--- config.mk ---
export PLATFORM = sky130hd
export DESIGN_NAME = ifu_fetch_flush_flat
export DESIGN_NICKNAME = d
export VERILOG_FILES = /design/src/rtl/ifu_fetch_flush_if.sv /design/src/rtl/ifu_fetch_flush.sv /design/src/flat_wrapper.sv
export SDC_FILE = /design/constraint.sdc
export NUM_CORES = 1
export LEC_CHECK = 0
export ABC_AREA = 1
export CAP_MARGIN = 5
export CORE_ASPECT_RATIO = 0.5
export CORE_MARGIN = 3
export CORE_UTILIZATION = 43
export DETAILED_ROUTE_END_ITERATION = 12
export HOLD_SLACK_MARGIN = 0.08
export PLACE_DENSITY_LB_ADDON = 0.3
export RECOVER_POWER = 50
export SYNTH_ARGS = -nofsm -noshare
export SYNTH_HDL_FRONTEND = slang
export SYNTH_SLANG_ARGS = --single-unit
--- constraint.sdc ---
create_clock -name clk -period 1.5 [get_ports clk]
set_input_delay 0.3 -clock clk [delete_from_list [all_inputs] [get_ports clk]]
set_output_delay 0.3 -clock clk [all_outputs]
set_load 0.02 [all_outputs]
--- src/rtl/ifu_fetch_flush_if.sv ---
// Fetch-unit bundle: commit flush, instruction memory request/response, and decode output.
// The master modport is the fetch unit; slave is the surrounding pipeline/memory.
`ifndef PC_SIZE
`define PC_SIZE 32
`endif

interface ifu_fetch_flush_if;
  logic                pipe_flush_req;
  logic [`PC_SIZE-1:0] pipe_flush_add_op1;
  logic [`PC_SIZE-1:0] pipe_flush_add_op2;
  logic                pipe_flush_ack;
  logic                ifu_req_valid;
  logic                ifu_req_ready;
  logic [`PC_SIZE-1:0] ifu_req_pc;
  logic                ifu_rsp_valid;
  logic                ifu_rsp_ready;
  logic [31:0]         ifu_rsp_instr;
  logic                ifu_o_valid;
  logic                ifu_o_ready;
  logic [`PC_SIZE-1:0] ifu_o_pc;
  logic [31:0]         ifu_o_ir;

  modport master (
    input  pipe_flush_req, pipe_flush_add_op1, pipe_flush_add_op2,
           ifu_req_ready, ifu_rsp_valid, ifu_rsp_instr, ifu_o_ready,
    output pipe_flush_ack, ifu_req_valid, ifu_req_pc, ifu_rsp_ready,
           ifu_o_valid, ifu_o_pc, ifu_o_ir
  );

  modport slave (
    output pipe_flush_req, pipe_flush_add_op1, pipe_flush_add_op2,
           ifu_req_ready, ifu_rsp_valid, ifu_rsp_instr, ifu_o_ready,
    input  pipe_flush_ack, ifu_req_valid, ifu_req_pc, ifu_rsp_ready,
           ifu_o_valid, ifu_o_pc, ifu_o_ir
  );
endinterface

--- src/rtl/ifu_fetch_flush.sv ---
// Single-outstanding instruction fetch with commit-driven flush; a fetch in flight
// when a flush lands is killed and its response silently drained.
`ifndef PC_SIZE
`define PC_SIZE 32
`endif

module ifu_fetch_flush #(
  parameter logic [`PC_SIZE-1:0] RESET_PC = {`PC_SIZE{1'b0}}
) (
  input  logic clk,
  input  logic rst_n,
  ifu_fetch_flush_if.master bus
);
  localparam int PW = `PC_SIZE;

  typedef enum logic [1:0] {S_RST, S_IDLE, S_WAIT, S_KILL} state_e;

  state_e          state_q, state_d;
  logic [PW-1:0]   pc_q, pc_d;
  logic [PW-1:0]   fetch_pc_q, fetch_pc_d;
  logic [PW-1:0]   flush_tgt;
  logic            flush_hs, req_hs, rsp_hs;

  // Carry out of the add is intentionally dropped.
  assign flush_tgt = bus.pipe_flush_add_op1 + bus.pipe_flush_add_op2;

  assign bus.pipe_flush_ack = (state_q != S_RST);
  assign bus.ifu_req_valid  = (state_q == S_IDLE) & ~bus.pipe_flush_req;
  assign bus.ifu_req_pc     = pc_q;
  assign bus.ifu_o_valid    = (state_q == S_WAIT) & bus.ifu_rsp_valid & ~bus.pipe_flush_req;
  // A flush in WAIT drains the response so it never reaches decode.
  assign bus.ifu_rsp_ready  = ((state_q == S_WAIT) & (bus.ifu_o_ready | bus.pipe_flush_req))
                            | (state_q == S_KILL);
  assign bus.ifu_o_pc       = fetch_pc_q;
  assign bus.ifu_o_ir       = bus.ifu_rsp_instr;

  assign flush_hs = bus.pipe_flush_req & bus.pipe_flush_ack;
  assign req_hs   = bus.ifu_req_valid & bus.ifu_req_ready;
  assign rsp_hs   = bus.ifu_rsp_valid & bus.ifu_rsp_ready;

  always_comb begin
    state_d    = state_q;
    pc_d       = pc_q;
    fetch_pc_d = fetch_pc_q;
    if (flush_hs) pc_d = flush_tgt;
    case (state_q)
      S_RST:  state_d = S_IDLE;
      S_IDLE: begin
        if (req_hs) begin
          fetch_pc_d = pc_q;
          pc_d       = pc_q + PW'(4);
          state_d    = S_WAIT;
        end
      end
      S_WAIT: begin
        if (flush_hs)    state_d = bus.ifu_rsp_valid ? S_IDLE : S_KILL;
        else if (rsp_hs) state_d = S_IDLE;
      end
      S_KILL: begin
        if (bus.ifu_rsp_valid) state_d = S_IDLE;
      end
      default: state_d = S_RST;
    endcase
  end

  always_ff @(posedge clk or negedge rst_n) begin
    if (!rst_n) begin
      state_q    <= S_RST;
      pc_q       <= RESET_PC;
      fetch_pc_q <= RESET_PC;
    end else begin
      state_q    <= state_d;
      pc_q       <= pc_d;
      fetch_pc_q <= fetch_pc_d;
    end
  end
endmodule

--- src/flat_wrapper.sv ---
// flat-port wrapper written by rule: the top's interface ports become plain ports
module ifu_fetch_flush_flat 
#(
  parameter logic [`PC_SIZE-1:0] RESET_PC = {`PC_SIZE{1'b0}}
)
  (clk, rst_n, bus_pipe_flush_req, bus_pipe_flush_add_op1, bus_pipe_flush_add_op2, bus_ifu_req_ready, bus_ifu_rsp_valid, bus_ifu_rsp_instr, bus_ifu_o_ready, bus_pipe_flush_ack, bus_ifu_req_valid, bus_ifu_req_pc, bus_ifu_rsp_ready, bus_ifu_o_valid, bus_ifu_o_pc, bus_ifu_o_ir);
  ifu_fetch_flush_if bus_i ();
  input  logic clk;
  input  logic rst_n;
  input wire logic [$bits(bus_i.pipe_flush_req)-1:0] bus_pipe_flush_req;
  input wire logic [$bits(bus_i.pipe_flush_add_op1)-1:0] bus_pipe_flush_add_op1;
  input wire logic [$bits(bus_i.pipe_flush_add_op2)-1:0] bus_pipe_flush_add_op2;
  input wire logic [$bits(bus_i.ifu_req_ready)-1:0] bus_ifu_req_ready;
  input wire logic [$bits(bus_i.ifu_rsp_valid)-1:0] bus_ifu_rsp_valid;
  input wire logic [$bits(bus_i.ifu_rsp_instr)-1:0] bus_ifu_rsp_instr;
  input wire logic [$bits(bus_i.ifu_o_ready)-1:0] bus_ifu_o_ready;
  output wire logic [$bits(bus_i.pipe_flush_ack)-1:0] bus_pipe_flush_ack;
  output wire logic [$bits(bus_i.ifu_req_valid)-1:0] bus_ifu_req_valid;
  output wire logic [$bits(bus_i.ifu_req_pc)-1:0] bus_ifu_req_pc;
  output wire logic [$bits(bus_i.ifu_rsp_ready)-1:0] bus_ifu_rsp_ready;
  output wire logic [$bits(bus_i.ifu_o_valid)-1:0] bus_ifu_o_valid;
  output wire logic [$bits(bus_i.ifu_o_pc)-1:0] bus_ifu_o_pc;
  output wire logic [$bits(bus_i.ifu_o_ir)-1:0] bus_ifu_o_ir;
  assign bus_i.pipe_flush_req = bus_pipe_flush_req;
  assign bus_i.pipe_flush_add_op1 = bus_pipe_flush_add_op1;
  assign bus_i.pipe_flush_add_op2 = bus_pipe_flush_add_op2;
  assign bus_i.ifu_req_ready = bus_ifu_req_ready;
  assign bus_i.ifu_rsp_valid = bus_ifu_rsp_valid;
  assign bus_i.ifu_rsp_instr = bus_ifu_rsp_instr;
  assign bus_i.ifu_o_ready = bus_ifu_o_ready;
  assign bus_pipe_flush_ack = bus_i.pipe_flush_ack;
  assign bus_ifu_req_valid = bus_i.ifu_req_valid;
  assign bus_ifu_req_pc = bus_i.ifu_req_pc;
  assign bus_ifu_rsp_ready = bus_i.ifu_rsp_ready;
  assign bus_ifu_o_valid = bus_i.ifu_o_valid;
  assign bus_ifu_o_pc = bus_i.ifu_o_pc;
  assign bus_ifu_o_ir = bus_i.ifu_o_ir;
  ifu_fetch_flush #(.RESET_PC(RESET_PC)) u_core (.clk(clk), .rst_n(rst_n), .bus(bus_i));
endmodule
Yosys cells after proc, flatten, opt, wreduce, memory -nomap -nowiden
Index checks and enable logic that the tools add are counted.

word-level totals
  bits of input ports = 102
  word-level logic and storage cells = 34
  register bits after elaboration = 66
  bits in latches = 0
  memories = 0
  bits in writable memories = 0
  memory bits (read-only) = 0

operators by class
  divide/modulo/power cells = 0
  muxes and demuxes = 9
  equality and inequality tests = 6
  order comparisons = 0
  multipliers = 0
  bitwise logic cells = 10
  shift operators = 0
  add/sub/neg operators = 2
  reductions and logical operators = 4

operators with widths
  operator                 number
  $mux W32                 3
  $add A32 B3 Y32 const B  1
  $add A32 B32 Y32         1
  $mux W2                  5
  $pmux W2 S4              1
  $and A1 B1 Y1            7
  $eq A2 B2 Y1 const B     2
  $ne A3 B1 Y1 const B     1
  $reduce_and A3 Y1        1
  $eq A2 B1 Y1 const B     1
  $logic_not A2 Y1         1
  $ne A2 B1 Y1 const B     1
  $ne A2 B2 Y1 const B     1
  $or A1 B1 Y1             2
  $reduce_and A2 Y1        1
  $reduce_bool A2 Y1       1
  $not A1 Y1               1

Logic depth before layout (Yosys ltp)
  depth in word-level cells = 7
  depth in mapped cells = 13
  gate-level depth less buffers = 13

Worst setup path before layout
Ideal clock, no wire load.

  path kind = input port to flip-flop
  start = in bus_pipe_flush_add_op2[0]
  end = reg u_core.pc_q[16] (netlist: u_core.bus.ifu_req_pc[16])
  library setup time = 0.121 ns
  stages = 13
  data required time = 1.379 ns
  path buffers = 0
  setup slack = -0.315 ns
  data arrival time = 1.694 ns
  cell sequence = ha_1 > inv_1 > fa_1 > inv_1 > nand3_1 > nand3_1 > nand2_1 > a21oi_1 > nor2_1 > nand2_1 > nand2_1 > o2bb2ai_1 > nand2_1

between the ends
  word-level cells in the longest chain between the ends = 4

ends and longest elaborated chain
  item                  line                   source
  start, declared       flat_wrapper.sv:12     input wire logic [$bits(bus_i.pipe_flush_add_op2)-1:0] bus_pipe_flush_add_op2;
  $add A32 B32 Y32 (*)  ifu_fetch_flush.sv:25  assign flush_tgt = bus.pipe_flush_add_op1 + bus.pipe_flush_add_op2;
  $mux W32 (*)          ifu_fetch_flush.sv:45  if (flush_hs) pc_d = flush_tgt;
  $mux W32              ifu_fetch_flush.sv:49  if (req_hs) begin
  $mux W32 (*)          ifu_fetch_flush.sv:46  case (state_q)
  via u_core.pc_d[16]   ifu_fetch_flush.sv:19  logic [PW-1:0] pc_q, pc_d;
  end signal, assigned  ifu_fetch_flush.sv:73  pc_q <= pc_d;
  end, declared         ifu_fetch_flush.sv:19

Mark *: on every way through the listed nets, which the timed path passes. The rest lies on a longest branch.
A chain may end at the register's enable or synchronous reset.

Final worst setup path
  start = in bus_pipe_flush_add_op2[25]
  end = reg u_core.pc_q[28] (netlist: u_core.bus.ifu_req_pc[28])

The elaborated chain is that of the path after synthesis.

==> impl_metrics.env <==
export IMPL_cp_slowest_stage_delay_ns=0.30
export IMPL_die_h_um=91.3
export IMPL_grtUsageTotal=0.308
export IMPL_post_dp_hpwl_mm=17.7
export IMPL_finClkSkew_ns=0.0124
export IMPL_cts_tree="done"
export IMPL_dp_cells=1447
export IMPL_p_int_uw=9430
export IMPL_drc=0
export IMPL_drt_total_wl_mm=31.8
export IMPL_fin_ws_ns=-0.352
export IMPL_worst_pin_slew_ns=0.878
export IMPL_nets=1488
export IMPL_synth_ff_type="dfrtp_1"
export IMPL_drt_iter0_markers=984
export IMPL_antenna_left=0
export IMPL_final_cell_mix="nand2_1 (196), buf_4 (180), inv_1 (127)"
export IMPL_pre_cts_slack_ns=-0.845
export IMPL_period_share=1.23
export IMPL_async_flop_share=1.00
export IMPL_clock_power_share=0.107
export IMPL_layout_commonest_cell="nand2_1"
export IMPL_core_sq_mm=0.0139
export IMPL_failed_checks="negative setup slack"
export IMPL_synthesis_nets=1149
export IMPL_cp_end_kind="register"
export IMPL_cts_max_level=3
export IMPL_avgRoutedWirePerCell_um=20.6
export IMPL_grt_pass1_wl_mm=39.5
export IMPL_cts_sinks=66
export IMPL_start_util=0.451
export IMPL_rows=30
export IMPL_grt_overflow=0
export IMPL_synthCells=1009
export IMPL_yosys_register_bits=66
export IMPL_switching_share=0.484
export IMPL_slew_headroom=0.415
export IMPL_vias_per_cell=5.68
export IMPL_die_x_um=177
export IMPL_crit_path_top_delay_cell="ha_4"
export IMPL_synth_area_sq_mm=0.00626
export IMPL_netSwitchingPower_uw=8840
export IMPL_pwr_share_seq=0.205
export IMPL_leakage_uw=0.00598
export IMPL_first_global_vias=7522
export IMPL_antenna_found_initial=1
export IMPL_root_buffer="clkbuf_16"
export IMPL_post_synth_main_area_contributors="dfrtp_1 (26%), nand2_1 (21%), inv_1 (9.8%)"
export IMPL_hold_violations=0
export IMPL_multi_input_area_sq_mm=0.00579
export IMPL_path_common_cell="nand2_1"
export IMPL_ioPinCount=202
export IMPL_routabilityCongestion=0.926
export IMPL_synth_seq_area_share=0.264
export IMPL_fin_setup_tns_ns=-7.23
export IMPL_drt_pass1_iter_count=6
export IMPL_rsz0062_at_grt="true"
export IMPL_total_power_uw=18300
export IMPL_finalMaxSlewViolations=0
export IMPL_grt_start_max_net_pins=67
export IMPL_cts_buffer_depth=2
export IMPL_startpoint_type="input pin"
export IMPL_synth_largest_area_cell="dfrtp_1"
export IMPL_drv_cap=0
export IMPL_power_frac_comb=0.688
export IMPL_synth_cell_type_count=40
export IMPL_finalCriticalPeriod_ns=1.85
export IMPL_synth_top_area_frac=0.264
export IMPL_critical_path_class="input pin to register"
export IMPL_clk_insertion_delay_late_ns=0.33
export IMPL_required_ns=1.72
export IMPL_path_cells="dlygate4sd2_1 -> ha_4 -> buf_4 -> nand2_4 -> nor2_2 -> nand2_1 -> nor2_1 -> nand2_2 -> nand2_1 -> nand2_1 -> nand3_2 -> a21boi_2"
export IMPL_drive_gt1_frac=0.566
export IMPL_die_area_sq_mm=0.0161
export IMPL_fin_cells=1546
export IMPL_clkSlewWorstSetupHoldPaths_ns=0.06
export IMPL_hold_path_class="input pin to register"
export IMPL_vias=8777
export IMPL_syn_avg_cell_area_sq_um=6.20
export IMPL_cts_buffers=9
export IMPL_port_buffers=137
export IMPL_path_max_fanout=4
export IMPL_vdd_drop_max_mv=0.785
export IMPL_fillerInstances=715
export IMPL_fmax_ghz=0.540
export IMPL_syn2layout_area_growth_pct=92.2
export IMPL_synth_edf_count=0
export IMPL_arrival_ns=2.07
export IMPL_outcome="complete, but fails checks"
export IMPL_power_density_mw_per_mm2=1520
export IMPL_regArea_sq_mm=0.00168
export IMPL_setup_viol=69
export IMPL_synth_warnings=0
-- cell families after synthesis --
| family | Yosys count | share of synthesized area |
|---|---|---|
| simple gates | 536 | 0.363 |
| buf+inv | 216 | 0.151 |
| compound gates | 130 | 0.113 |
| flops | 66 | 0.264 |
| fa+ha+maj | 38 | 0.0772 |
| xor+xnor | 23 | 0.0322 |
-- power groups by stage --
stage	clock network [uW]	registers (uW)	logic, uW
floorplan	0	4520	3410
global placement	0	3560	9130
detailed placement	0	3580	9260
CTS	1930	3550	9930
global route	2030	3820	13200
finish	1950	3750	12600
-- registers in the layout, indices dropped and copies added (netlist names) --
signal	count
u_core.state_q	2
u_core.bus.ifu_o_pc	32
u_core.bus.ifu_req_pc	32
-- synth_stat cells, drive strengths merged, types with 7 or more instances --
| cell | instances |
|---|---|
| inv | 163 |
| nand4 | 7 |
| clkbuf | 8 |
| dfrtp | 66 |
| nor3 | 11 |
| nand3 | 64 |
| nor2 | 87 |
| o22ai | 7 |
| o21ai | 56 |
| ha | 37 |
| a21oi | 57 |
| xor2 | 19 |
| nand2 | 354 |
| buf | 45 |
-- through the flow --
step	hold WS [ns]	cell area, sq um	utilization
after floorplan	0.00441	6630	-
after global placement	0.340	9170	0.660
after detailed placement	0.361	9170	0.660
after CTS	0.294	10600	0.767
after global routing	0.322	12000	0.866
final	0.294	12000	0.866
-- final cells by class --
class	count	share of cell area
multi-input cells	727	0.481
repair buffers	380	0.283
inverters	163	0.0534
clock inverters	6	0.00291
diodes	1	0.000208
clock buffers	10	0.0190
flip-flops and latches	66	0.139
repair inverters	1	0.000936
well taps	192	0.0200
-- critical path, delay by kind of cell --
family,cells,cell delay (ns)
adders and majority gates,1,0.30
AOI/OAI and AO/OA,1,0.06
buffers and inverters,2,0.39
and+or+nand+nor,8,1.02
-- metal layers --
metal,vias up,wire (um),GRT usage
met4,0,1710,0.0686
met2,649,14600,0.497
li1,3800,-,-
met3,203,3190,0.0455
met5,-,0,0
met1,4125,12400,0.438
-- what timing repair did --
action	4_1_cts	5_1_grt
endpoints found under the hold margin	66	0
cloned	3	12
hold buffers	1	0
resized for setup	470	414
endpoints found under the setup margin	112	83
setup buffers	40	33
pin swaps	120	140
-- path summary, 6_finish.rpt --
path | slack [ns] | startpoint | end | depth (start not counted)
worst max-delay path | -0.35 | bus_pipe_flush_add_op2[25] | u_core.bus.ifu_req_pc[28] | 12
worst min-delay path | 0.29 | bus_pipe_flush_add_op2[0] | u_core.bus.ifu_req_pc[0] | 4
worst max register to register | -0.25 | u_core.state_q[0] | u_core.bus.ifu_req_pc[16] | 9
worst min register to register | 0.48 | u_core.bus.ifu_o_pc[23] | u_core.bus.ifu_o_pc[23] | 2
max in group asynchronous | 0.10 | rst_n | u_core.bus.ifu_req_pc[2] | 3
min in group asynchronous | 0.78 | rst_n | u_core.bus.ifu_req_pc[12] | 3
(Power assumes the default switching activity.)
